===== src/rtl/svc_rv_perf_mon.sv =====
// Performance monitor: cycle, retired-instruction and event counters over a start/stop
// window, then a sequential restoring divide for CPI. Saturating counters: SVC_RV_PERF_MON_SAT_EN.
module svc_rv_perf_mon #(
    parameter int CNT_W   = 32,
    parameter int NUM_EVT = 2,
    parameter int FRAC_W  = 8
) (
    input  logic                       clk,
    input  logic                       rst,
    input  logic                       start,
    input  logic                       stop,
    input  logic                       clear,
    input  logic                       retire,
    input  logic [NUM_EVT-1:0]         evt,
    output logic                       running,
    output logic [CNT_W-1:0]           cycles,
    output logic [CNT_W-1:0]           instrs,
    output logic [NUM_EVT*CNT_W-1:0]   evt_cnt,
    output logic [NUM_EVT+1:0]         ovf,
    output logic [CNT_W+FRAC_W-1:0]    cpi,
    output logic                       cpi_div0,
    output logic                       cpi_valid,
    input  logic                       cpi_ready
);

    localparam int Q     = CNT_W + FRAC_W;
    localparam int BIT_W = $clog2(Q);
    localparam int NCNT  = NUM_EVT + 2;

    typedef enum logic [1:0] {S_IDLE, S_RUN, S_DIV, S_DONE} state_t;

    state_t             r_state, w_next;
    // Counter slot 0 = cycles, 1 = retired instructions, 2+i = event i.
    logic [CNT_W-1:0]   r_cnt [NCNT];
    logic [NCNT-1:0]    r_ovf;
    logic [Q-1:0]       r_cpi;
    logic               r_div0;
    logic [Q-2:0]       r_quo;
    logic [CNT_W-1:0]   r_rem;
    logic [BIT_W-1:0]   r_bit;

    logic [CNT_W:0]     w_bump [NCNT];
    logic [NCNT-1:0]    w_inc;
    logic [Q-1:0]       w_dividend;
    logic               w_dvd_bit;
    logic [CNT_W:0]     w_rem_sh;
    logic               w_ge;
    logic [CNT_W-1:0]   w_rem_nx;
    logic [Q-1:0]       w_quo_nx;
    logic               w_div0;
    logic               w_last;

    assign w_inc = {evt, retire, 1'b1};

    // {overflow, next value} for every counter assuming it increments this cycle.
    always_comb begin
        for (int k = 0; k < NCNT; k++) begin
            if (&r_cnt[k]) begin
`ifdef SVC_RV_PERF_MON_SAT_EN
                w_bump[k] = {1'b1, r_cnt[k]};
`else
                w_bump[k] = {1'b1, {CNT_W{1'b0}}};
`endif
            end else begin
                w_bump[k] = {1'b0, r_cnt[k] + CNT_W'(1)};
            end
        end
    end

    // One restoring-divide step: shift the next dividend bit into the remainder.
    assign w_dividend = {r_cnt[0], {FRAC_W{1'b0}}};
    assign w_dvd_bit  = w_dividend[BIT_W'(Q - 1) - r_bit];
    assign w_rem_sh   = {r_rem, w_dvd_bit};
    assign w_ge       = (w_rem_sh >= {1'b0, r_cnt[1]});
    assign w_rem_nx   = w_ge ? CNT_W'(w_rem_sh - {1'b0, r_cnt[1]}) : w_rem_sh[CNT_W-1:0];
    assign w_quo_nx   = {r_quo, w_ge};
    assign w_div0     = (r_cnt[1] == '0);
    assign w_last     = (r_bit == BIT_W'(Q - 1));

    always_ff @(posedge clk) begin
        if (rst) r_state <= S_IDLE;
        else     r_state <= w_next;
    end

    // NOTE: assign the default first so every path drives w_next and no latch is inferred.
    always_comb begin
        w_next = r_state;
        case (r_state)
            S_IDLE: if (start) w_next = S_RUN;
            S_RUN:  if (stop) w_next = S_DIV;
            S_DIV:  if (w_div0 || w_last) w_next = S_DONE;
            S_DONE: if (cpi_ready) w_next = S_IDLE;
            default: w_next = S_IDLE;
        endcase
        if (clear) w_next = S_IDLE;
    end

    // NOTE: the counter array is ordinary flops, not RAM, so it is reset element by element.
    always_ff @(posedge clk) begin
        if (rst || clear) begin
            for (int k = 0; k < NCNT; k++) r_cnt[k] <= '0;
            r_ovf  <= '0;
            r_cpi  <= '0;
            r_div0 <= 1'b0;
            r_quo  <= '0;
            r_rem  <= '0;
            r_bit  <= '0;
        end else begin
            case (r_state)
                S_IDLE: begin
                    if (start) begin
                        for (int k = 0; k < NCNT; k++) r_cnt[k] <= '0;
                        r_ovf <= '0;
                    end
                end
                S_RUN: begin
                    for (int k = 0; k < NCNT; k++) begin
                        if (w_inc[k]) begin
                            r_cnt[k] <= w_bump[k][CNT_W-1:0];
                            r_ovf[k] <= r_ovf[k] | w_bump[k][CNT_W];
                        end
                    end
                    if (stop) begin
                        r_quo <= '0;
                        r_rem <= '0;
                        r_bit <= '0;
                    end
                end
                S_DIV: begin
                    if (w_div0) begin
                        r_cpi  <= '1;
                        r_div0 <= 1'b1;
                    end else begin
                        r_rem <= w_rem_nx;
                        r_quo <= w_quo_nx[Q-2:0];
                        r_bit <= r_bit + BIT_W'(1);
                        if (w_last) begin
                            r_cpi  <= w_quo_nx;
                            r_div0 <= 1'b0;
                        end
                    end
                end
                default: ;
            endcase
        end
    end

    assign running   = (r_state == S_RUN);
    assign cpi_valid = (r_state == S_DONE);
    assign cycles    = r_cnt[0];
    assign instrs    = r_cnt[1];
    assign ovf       = r_ovf;
    assign cpi       = r_cpi;
    assign cpi_div0  = r_div0;

    for (genvar g = 0; g < NUM_EVT; g++) begin : g_evt
        assign evt_cnt[g*CNT_W +: CNT_W] = r_cnt[g+2];
    end

endmodule


===== config.mk =====
export PLATFORM = sky130hd
export DESIGN_NAME = svc_rv_perf_mon
export DESIGN_NICKNAME = d
export VERILOG_FILES = /design/src/rtl/svc_rv_perf_mon.sv
export SDC_FILE = /design/constraint.sdc
export NUM_CORES = 1
export LEC_CHECK = 0
export BUFFER_PORTS_ARGS = -buffer_cell sky130_fd_sc_hd__buf_4
export CAP_MARGIN = 15
export CORE_MARGIN = 2
export CORE_UTILIZATION = 25
export CTS_BUF_LIST = sky130_fd_sc_hd__clkbuf_8 sky130_fd_sc_hd__clkbuf_16
export DETAILED_ROUTE_END_ITERATION = 16
export PLACE_DENSITY = 0.5
export SLEW_MARGIN = 25
export SYNTH_ARGS = -nofsm -noshare
export SYNTH_HDL_FRONTEND = slang
export SYNTH_SLANG_ARGS = --single-unit

===== constraint.sdc =====
create_clock -name clk -period 3.7 [get_ports clk]
set_clock_uncertainty 0.05 [all_clocks]
set_input_delay 0.74 -clock clk [delete_from_list [all_inputs] [get_ports clk]]
set_output_delay 0.74 -clock clk [all_outputs]
set_load 0.005 [all_outputs]

==> run metrics <==
starting density of the core between 20% and 30%; Die Ht between 200 and 250 um; Rel. slew slack 39.10%; power consumption 6698 uW; peak supply drop 326.8 uV; RSZ-0062 raised after global routing yes; final setup vio count 0; die width between 200 and 250 um; asr flop ratio synth 0%; H-tree depth 1; DP HPWL between 20000 and 30000 um; Max Cap Viol 0; critical path class flip-flop to flip-flop; sequential area share after synthesis ~45%; CP startpoint kind flip-flop; Req. time, crit path about 4000 ps; syn avg cell area ~9 sq um; # IOs approximately 180; Layout Utilization around 32%; Num CTS Buffers 30; leakage approximately 0.0065 uW; 1st-iter DRT viols ~750; Crit path arrival time ~4000 ps; antenna-violating nets left 0; number of global-route vias before repair roughly 11k; Clock Latency Late Sink approximately 570 ps; number of hold buffers added after CTS 0; area grow syn2layout 28.32%; EDFF count, synth between 90 and 100; layout net count 1765; DR WL/cell 16.30 um; ANT cells 0; Reg clk slew, reported paths 60 ps; setup tns final 0 ps; drt first pass iters 5; largest net degree at the start of global routing between 80 and 90; DIE AREA ~55000 sq um; class of the worst hold path primary input to flip-flop; final slew viol count 0; drt drc 0; setup ws final between 100 and 150 ps; Synth Instances 1484; Synth Warn # 0; Sink Count between 200 and 300; CP Max Fanout 8; Yosys reg bits 252; total track usage 13.76%; most frequent cells in the layout 264 x buf_4, 250 x nor2_1, 154 x dfxtp_1; gr ovfl total 0; PwrDens between 300 and 400 nW/um^2; buffer depth of the longest clock path 3; Place WS -312.5 ps; Vias/cell approximately 4.7; layout cells sized above 1 21.55%; Yosys cell types 74; GP Congestion approximately 0.84; commonest non-fill, non-tap cell in the layout buf_4; final hold vios 0; Netlist Area Pre-Place approximately 13000 sq um; core box area 52550 sq um; clk root buf clkbuf_16; Most used DFF post-synth dfxtp_1; outcome complete, no violations; Fmax achieved between 0.2 and 0.3 GHz; initial antenna violation count 0; Final Critical Period approximately 3600 ps; vias post-DR 11.47k; CTS tree done; Syn Nets about 1.5k; first-pass GRT wire length 63050 um; row cnt 84; worst-margin pin slew between 900 and 1000 ps; Port Buffer Count roughly 180; Final Cycle Share 96.84%; CP endpoint kind flip-flop; DRT Wirelength 39440 um
[cells by family (layout without fill, tap and decap cells)]
logic type | count (synthesis) | count (layout) | synth area share [%]
AOI/OAI and AO/OA | 220 | 220 | 10.75
xor gates and xnor gates | 150 | 150 | 9.871
adders and majority gates | 46 | 46 | 4.381
buffers and inverters | 130 | 375 | 4.118
DFF | 252 | 252 | 45.13
muxes | 14 | 14 | 1.908
and+or+nand+nor | 672 | 674 | 23.85
[layer usage]
metal | up-vias | wire length [um] | share of wire [%] | GRT usage [%]
met5 | - | 0 | 0 | 0
met4 | 0 | 797 | 2.0 | 3.586
met3 | 44 | 2025 | 5.1 | 2.784
met2 | 209 | 18670 | 47 | 23.05
met1 | 5485 | 17950 | 45 | 18.03
li1 | 5728 | - | - | -
[area by class of cell]
type / instances / area (sq um)
fillers: 5525 / 35470
multi-input cells: 1104 / 6964
inverters: 55 / 206.4
well taps: 688 / 860.8
repair buffers: 267 / 2033
flip-flops and latches: 252 / 6011
clock inverters: 16 / 143.9
clock buffers: 37 / 858.3
[worst paths after layout]
path	start	slack, ps	cells after the start	end
max	r_bit[2]	120	18	r_rem[14]
min	evt[1]	380	3	ovf[3]
max reg2reg	r_bit[2]	120	18	r_rem[14]
min reg2reg	r_quo[38]	410	2	r_quo[38]
[report_power, final]
part	total (uW)	switching (uW)	internal, uW
clock	3010	1180	1820
sequential	3000	67.7	2930
combinational	689	395	295
total	6700	1640	5050
[registers in the layout (all words and copies together), names as in the netlist]
register and cells:
r_rem 32, cpi 40, r_cnt 128, r_bit 6
ovf 4, cpi_div0 1, r_quo 39, r_state 2
[Yosys cell counts, drive strengths merged (6+ instances only)]
cell     instances  share of area (%)
or2              7               0.35
or3              8               0.41
nand2          121                3.4
nor3            87                3.4
o2111ai          6               0.49
nand4           32                1.5
a21o            18                1.0
dfxtp          156                 23
ha              45                4.2
nor2           252                7.1
xor2            62                4.1
clkbuf          34               0.96
a31oi           13               0.61
and3            22                1.0
a222oi          18                1.4
o21ai           31                1.2
xnor2           88                5.8
buf             41                1.6
nor4            16               0.85
inv             55                1.6
o22ai           13               0.61
nand3           89                3.5
a22oi           13               0.73
nand2b           8               0.38
nor2b            9               0.48
and4            10               0.68
edfxtp          96                 22
mux4             9                1.5
a21oi           81                3.1
[through the flow]
| step | cell area [sq um] | cells | hold slack [ps] |
|---|---|---|---|
| 3_5_place_dp | 15870 | 2362 | 399.1 |
| 2_1_floorplan | 13310 | 1484 | 382.6 |
| 6_report | 17080 | 2419 | 381.9 |
| 3_3_place_gp | 15870 | 2362 | 394.1 |
| 4_1_cts | 16920 | 2414 | 351.8 |
| 5_1_grt | 17080 | 2419 | 377.1 |
[worst max-delay path, cell delays in order, from the launching register on]
cell and delay (ps):
dfxtp_2 320, buf_12 130, mux4_2 320, mux2i_1 70, nor3_1 180, a31oi_1 70, nor2_1 210, a31oi_4 70
ha_4 190, fa_2 360, nand2b_4 170, a21oi_4 180, o2111ai_4 160, a21oi_2 230, buf_6 160, a31oi_4 90
xnor2_1 150, a222oi_1 270, nor2_1 80
[what timing repair did]
action,4_1_cts,5_1_grt
gates resized for setup,13,19
pin swaps,4,22
cloned,0,2
buffers inserted,0,3
setup endpoints to repair,32,32
(Power assumes the default switching activity.)
